===== src/rtl/addsub_pipe_32.sv =====
`default_nettype none
// ============================================================================
//  Module      : addsub_pipe_32
//  Description : Two-stage pipelined 32-bit adder/subtractor built from
//                4-bit carry-lookahead groups with a second lookahead level
//                over group generate/propagate. Stage 1 resolves bits 15:0
//                and the carry into bit 16; stage 2 resolves bits 31:16.
//                Valid/ready handshake on both sides, full throughput.
//                Optional flags (V, Z, N) are built when ADDSUB_FLAGS_EN
//                is defined; otherwise those ports and logic are absent.
//  Revision    : 1.0 - initial release
// ============================================================================
module addsub_pipe_32 (
    input  logic        clk,
    input  logic        clr_n,
    input  logic        in_valid,
    output logic        in_ready,
    input  logic [31:0] A,
    input  logic [31:0] B,
    input  logic        sub,
    output logic        out_valid,
    input  logic        out_ready,
    output logic [31:0] S,
    output logic        C_out
`ifdef ADDSUB_FLAGS_EN
    ,
    output logic        V,
    output logic        Z,
    output logic        N
`endif
);

    // Four-way lookahead: carries 0..4 from generate/propagate and carry-in.
    // Used both inside a 4-bit group and across the four groups of a half.
    function automatic logic [4:0] carries4(input logic [3:0] g,
                                            input logic [3:0] p,
                                            input logic       c0);
        logic [4:0] c;
        c[0] = c0;
        c[1] = g[0] | (p[0] & c0);
        c[2] = g[1] | (p[1] & g[0]) | (p[1] & p[0] & c0);
        c[3] = g[2] | (p[2] & g[1]) | (p[2] & p[1] & g[0])
             | (p[2] & p[1] & p[0] & c0);
        c[4] = g[3] | (p[3] & g[2]) | (p[3] & p[2] & g[1])
             | (p[3] & p[2] & p[1] & g[0]) | ((&p) & c0);
        return c;
    endfunction

    // 16-bit adder: returns {carry_out, sum[15:0]}.
    function automatic logic [16:0] add16(input logic [15:0] a,
                                          input logic [15:0] b,
                                          input logic        cin);
        logic [3:0]  gg;
        logic [3:0]  pg;
        logic [4:0]  gc;
        logic [4:0]  t;
        logic [3:0]  g4;
        logic [3:0]  p4;
        logic [15:0] s;
        for (int i = 0; i < 4; i++) begin
            g4    = a[4*i +: 4] & b[4*i +: 4];
            p4    = a[4*i +: 4] ^ b[4*i +: 4];
            t     = carries4(g4, p4, 1'b0);
            gg[i] = t[4];
            pg[i] = &p4;
        end
        gc = carries4(gg, pg, cin);
        for (int i = 0; i < 4; i++) begin
            g4          = a[4*i +: 4] & b[4*i +: 4];
            p4          = a[4*i +: 4] ^ b[4*i +: 4];
            t           = carries4(g4, p4, gc[i]);
            s[4*i +: 4] = p4 ^ t[3:0];
        end
        return {gc[4], s};
    endfunction

    // Stage-1 registers
    logic        s1_valid;
    logic [15:0] s1_sum_lo;
    logic        s1_c16;
    logic [15:0] s1_a_hi;
    logic [15:0] s1_bx_hi;

    // Handshake: output stage moves when empty or drained; stage 1 moves
    // when empty or when its content is being taken by the output stage.
    logic s2_load;
    logic s1_load;
    assign s2_load  = !out_valid || out_ready;
    assign s1_load  = !s1_valid || s2_load;
    assign in_ready = s1_load;

    // Operand B conditionally inverted; sub also serves as the carry-in.
    logic [31:0] bx;
    logic [16:0] lo_res;
    logic [16:0] hi_res;
    assign bx     = B ^ {32{sub}};
    assign lo_res = add16(A[15:0], bx[15:0], sub);
    assign hi_res = add16(s1_a_hi, s1_bx_hi, s1_c16);

    // Stage 1 valid bit
    always_ff @(posedge clk or negedge clr_n) begin
        if (!clr_n) begin
            s1_valid <= 1'b0;
        end else if (s1_load) begin
            s1_valid <= in_valid;
        end
    end

    // Stage 1 data (not reset; qualified by s1_valid)
    always_ff @(posedge clk) begin
        if (s1_load && in_valid) begin
            s1_sum_lo <= lo_res[15:0];
            s1_c16    <= lo_res[16];
            s1_a_hi   <= A[31:16];
            s1_bx_hi  <= bx[31:16];
        end
    end

    // Output stage: holds result stable while downstream stalls
    always_ff @(posedge clk or negedge clr_n) begin
        if (!clr_n) begin
            out_valid <= 1'b0;
            S         <= 32'd0;
            C_out     <= 1'b0;
        end else if (s2_load) begin
            out_valid <= s1_valid;
            if (s1_valid) begin
                S     <= {hi_res[15:0], s1_sum_lo};
                C_out <= hi_res[16];
            end
        end
    end

`ifdef ADDSUB_FLAGS_EN
    // Flags registered alongside S, computed from the same stage-2 operands
    always_ff @(posedge clk or negedge clr_n) begin
        if (!clr_n) begin
            V <= 1'b0;
            Z <= 1'b0;
            N <= 1'b0;
        end else if (s2_load && s1_valid) begin
            V <= (s1_a_hi[15] == s1_bx_hi[15]) && (hi_res[15] != s1_a_hi[15]);
            Z <= ({hi_res[15:0], s1_sum_lo} == 32'd0);
            N <= hi_res[15];
        end
    end
`endif

endmodule
`default_nettype wire


===== config.mk =====
export PLATFORM = sky130hd
export DESIGN_NAME = addsub_pipe_32
export DESIGN_NICKNAME = d
export VERILOG_FILES = /design/src/rtl/addsub_pipe_32.sv
export SDC_FILE = /design/constraint.sdc
export NUM_CORES = 1
export LEC_CHECK = 0
export ABC_CLOCK_PERIOD_IN_PS = 2400
export BUFFER_PORTS_ARGS = -buffer_cell sky130_fd_sc_hd__buf_2
export CORE_MARGIN = 5
export CORE_UTILIZATION = 49
export DETAILED_ROUTE_END_ITERATION = 10
export GPL_TIMING_DRIVEN = 1
export PLACE_DENSITY = 0.75
export SLEW_MARGIN = 25
export SYNTH_ARGS = -nofsm -noshare
export SYNTH_HDL_FRONTEND = slang
export SYNTH_SLANG_ARGS = --single-unit

===== constraint.sdc =====
create_clock -name clk -period 2.4 [get_ports clk]
set_input_delay 0.24 -clock clk [delete_from_list [all_inputs] [get_ports clk]]
set_output_delay 0.24 -clock clk [all_outputs]
set_load 0.05 [all_outputs]

==> flow_summary.json <==
{
  "finClkSkew_ps": 13.0,
  "synth_nets": 462,
  "routed_wl_mm": 8.88,
  "start_util": 0.505,
  "core_area_um2": 8760,
  "setup_ws_ps": 19.4,
  "vias": 3130,
  "drive_above_1_share": 0.380,
  "syn2layout_area_growth_pct": 26.5,
  "synth.avg_cell_area_um2": 12.5,
  "use_met2": 0.292,
  "first_iter_violations": 38,
  "globalplace.congestion": 0.823,
  "crit_required_ps": 2640,
  "reg2reg_slack_ps": 20,
  "final_common_cell": "buf_2",
  "ant_nets": 0,
  "worstMarginPinSlew_ps": 789,
  "port_buffers": 103,
  "arrival_ps": 2620,
  "setup_viol": 0,
  "critPathLaunchType": "register",
  "fin_nets": 603,
  "grt_use_met3": 0.0493,
  "synth-edff-count": 49,
  "cp_max_fo": 2,
  "cts_sinks": 84,
  "leakagePower_uw": 0.00253,
  "grt_pass1_vias": 3316,
  "grt_max_degree": 36,
  "end_kind": "register",
  "dp_slack_ps": -165,
  "htree_num_levels": 3,
  "status": "finished, final reports clean",
  "yosysSeqAreaShare": 0.531,
  "cts_buffer_depth": 2,
  "p_total_uw": 4740,
  "clk_pin_slew_ps": 90,
  "ir_worst_vdd_mv": 0.336,
  "slew_headroom": 0.474,
  "drc": 0,
  "dp_hpwl_mm": 6.95,
  "grt_overflow": 0,
  "dieHeight_um": 105,
  "vias_per_cell": 5.15,
  "drtPass1Iterations": 4,
  "fin_crit_ps": 2380,
  "cts_tree": "yes",
  "nFillCells": 692,
  "busiest_layer": "met2",
  "synth_cell_types": 47,
  "synth_ff_type": "edfxtp_1",
  "die_area_um2": 11000,
  "cap_violations": 0,
  "hold_ws_ps": 59.1,
  "hold_path_class": "in -> reg",
  "instances_no_fill": 608,
  "ys_ff_latch": 84,
  "cts_root_buf": "clkbuf_8",
  "yosys_warnings": 0,
  "globalRouteMet1Util": 0.193,
  "layout_common_cells": "buf_2, edfxtp_1, xor2_1, dfrtp_1, buf_4",
  "grt_pass1_wl_mm": 15.1,
  "cts_buffers": 9,
  "syn_inst": 354,
  "synthArstFlopShare": 0.417,
  "row_count": 34,
  "top_level_ports": 104,
  "fin_util": 0.639,
  "final.period_utilization": 0.992,
  "rsz0062_at_grt": "yes",
  "antenna_found_initial": 1,
  "fp.dieW_um": 105,
  "routedWlPerCell_um": 14.6,
  "worstSkewPairLatency_ps": 350,
  "hold_violations": 0,
  "num_antenna_cells": 0,
  "netlist_area_um2": 4420,
  "power_density_nw_per_um2": 847,
  "dp.cells": 586,
  "max_freq_mhz": 420,
  "path_class": "reg -> reg",
  "grt_usage": 0.168,
  "slew_viol_final": 0
}
-- synth_stat cells, types with 4 or more instances --
| master | instances | share of area |
|---|---|---|
| o21ai_0 | 19 | 0.021 |
| edfxtp_1 | 49 | 0.33 |
| nand3_1 | 5 | 0.0057 |
| nor3_1 | 4 | 0.0045 |
| mux2i_1 | 4 | 0.0091 |
| dfrtp_1 | 35 | 0.20 |
| mux2_2 | 18 | 0.046 |
| ha_1 | 32 | 0.091 |
| o31ai_1 | 4 | 0.0068 |
| xnor2_1 | 10 | 0.020 |
| fa_1 | 7 | 0.032 |
| a21oi_1 | 16 | 0.018 |
| a211oi_1 | 7 | 0.012 |
| xor2_1 | 42 | 0.083 |
| nor2_1 | 13 | 0.011 |
| inv_1 | 17 | 0.014 |
| nand2_1 | 25 | 0.021 |
-- registers in the layout (all words and copies together), names as in the netlist --
name	count
s1_c16	1
out_valid	1
S	32
s1_sum_lo	16
s1_valid	1
s1_a_hi	16
s1_bx_hi	16
C_out	1
-- worst max-delay path, cell delays in order (launching register included) --
cell and delay [ps]:
edfxtp_1 410, ha_1 330, a211oi_2 280, buf_4 160, nor2_2 40, a21oi_2 210
a31oi_2 130, fa_1 440, mux2_4 270
-- logic make-up (layout without fill, tap and decap cells) --
kind of cell | count (synthesis) | after routing | synth area share
AO/OA/AOI/OAI | 68 | 68 | 0.0979
XOR/XNOR | 52 | 52 | 0.103
adder cells (fa/ha/maj) | 39 | 39 | 0.122
buffers and inverters | 26 | 172 | 0.0238
flip-flops | 84 | 84 | 0.531
multiplexers | 22 | 22 | 0.0549
AND/OR/NAND/NOR | 63 | 63 | 0.0676
-- final timing paths --
path,startpoint,endpoint,depth (start not counted)
setup / recovery,s1_bx_hi[0],S[28],8
hold / removal,A[18],s1_a_hi[2],1
setup reg to reg,s1_bx_hi[0],S[28],8
hold reg to reg,s1_sum_lo[12],S[12],1
max in group asynchronous,clr_n,S[4],2
min in group asynchronous,clr_n,out_valid,2
-- layer usage --
layer / vias to the layer above / share of wire
li1: 1552 / -
met1: 1466 / 0.40
met2: 93 / 0.52
met3: 17 / 0.067
met4: 2 / 0.016
met5: - / 0.00079
-- report_power, final --
group	switching, uW	internal, uW
clock	510	572
combinational	1130	593
sequential	114	1820
-- through the flow --
stage	cell area, um^2	TNS (ps)
global route	5600	-153
global placement	5290	-143
finish	5600	0
detailed placement	5290	-772
floorplan	4480	-155
CTS	5530	0
-- what timing repair did --
item / CTS / global route
pin swaps: 1 / 7
endpoints found under the setup margin: 2 / 3
setup buffers: 0 / 5
hold buffers: 1 / 0
gates resized for setup: 1 / 7
endpoints found under the hold margin: 32 / 0
-- cell type report --
type / count / area (um^2) / area share
inverters: 17 / 63.8 / 0.0114
well taps: 108 / 135 / 0.0241
multi-input cells: 244 / 2030 / 0.362
clock buffers: 12 / 165 / 0.0295
flip-flops and latches: 84 / 2350 / 0.419
clock inverters: 4 / 56.3 / 0.0101
repair buffers: 139 / 801 / 0.143
No activity file was read; power rests on OpenSTA's default activity.
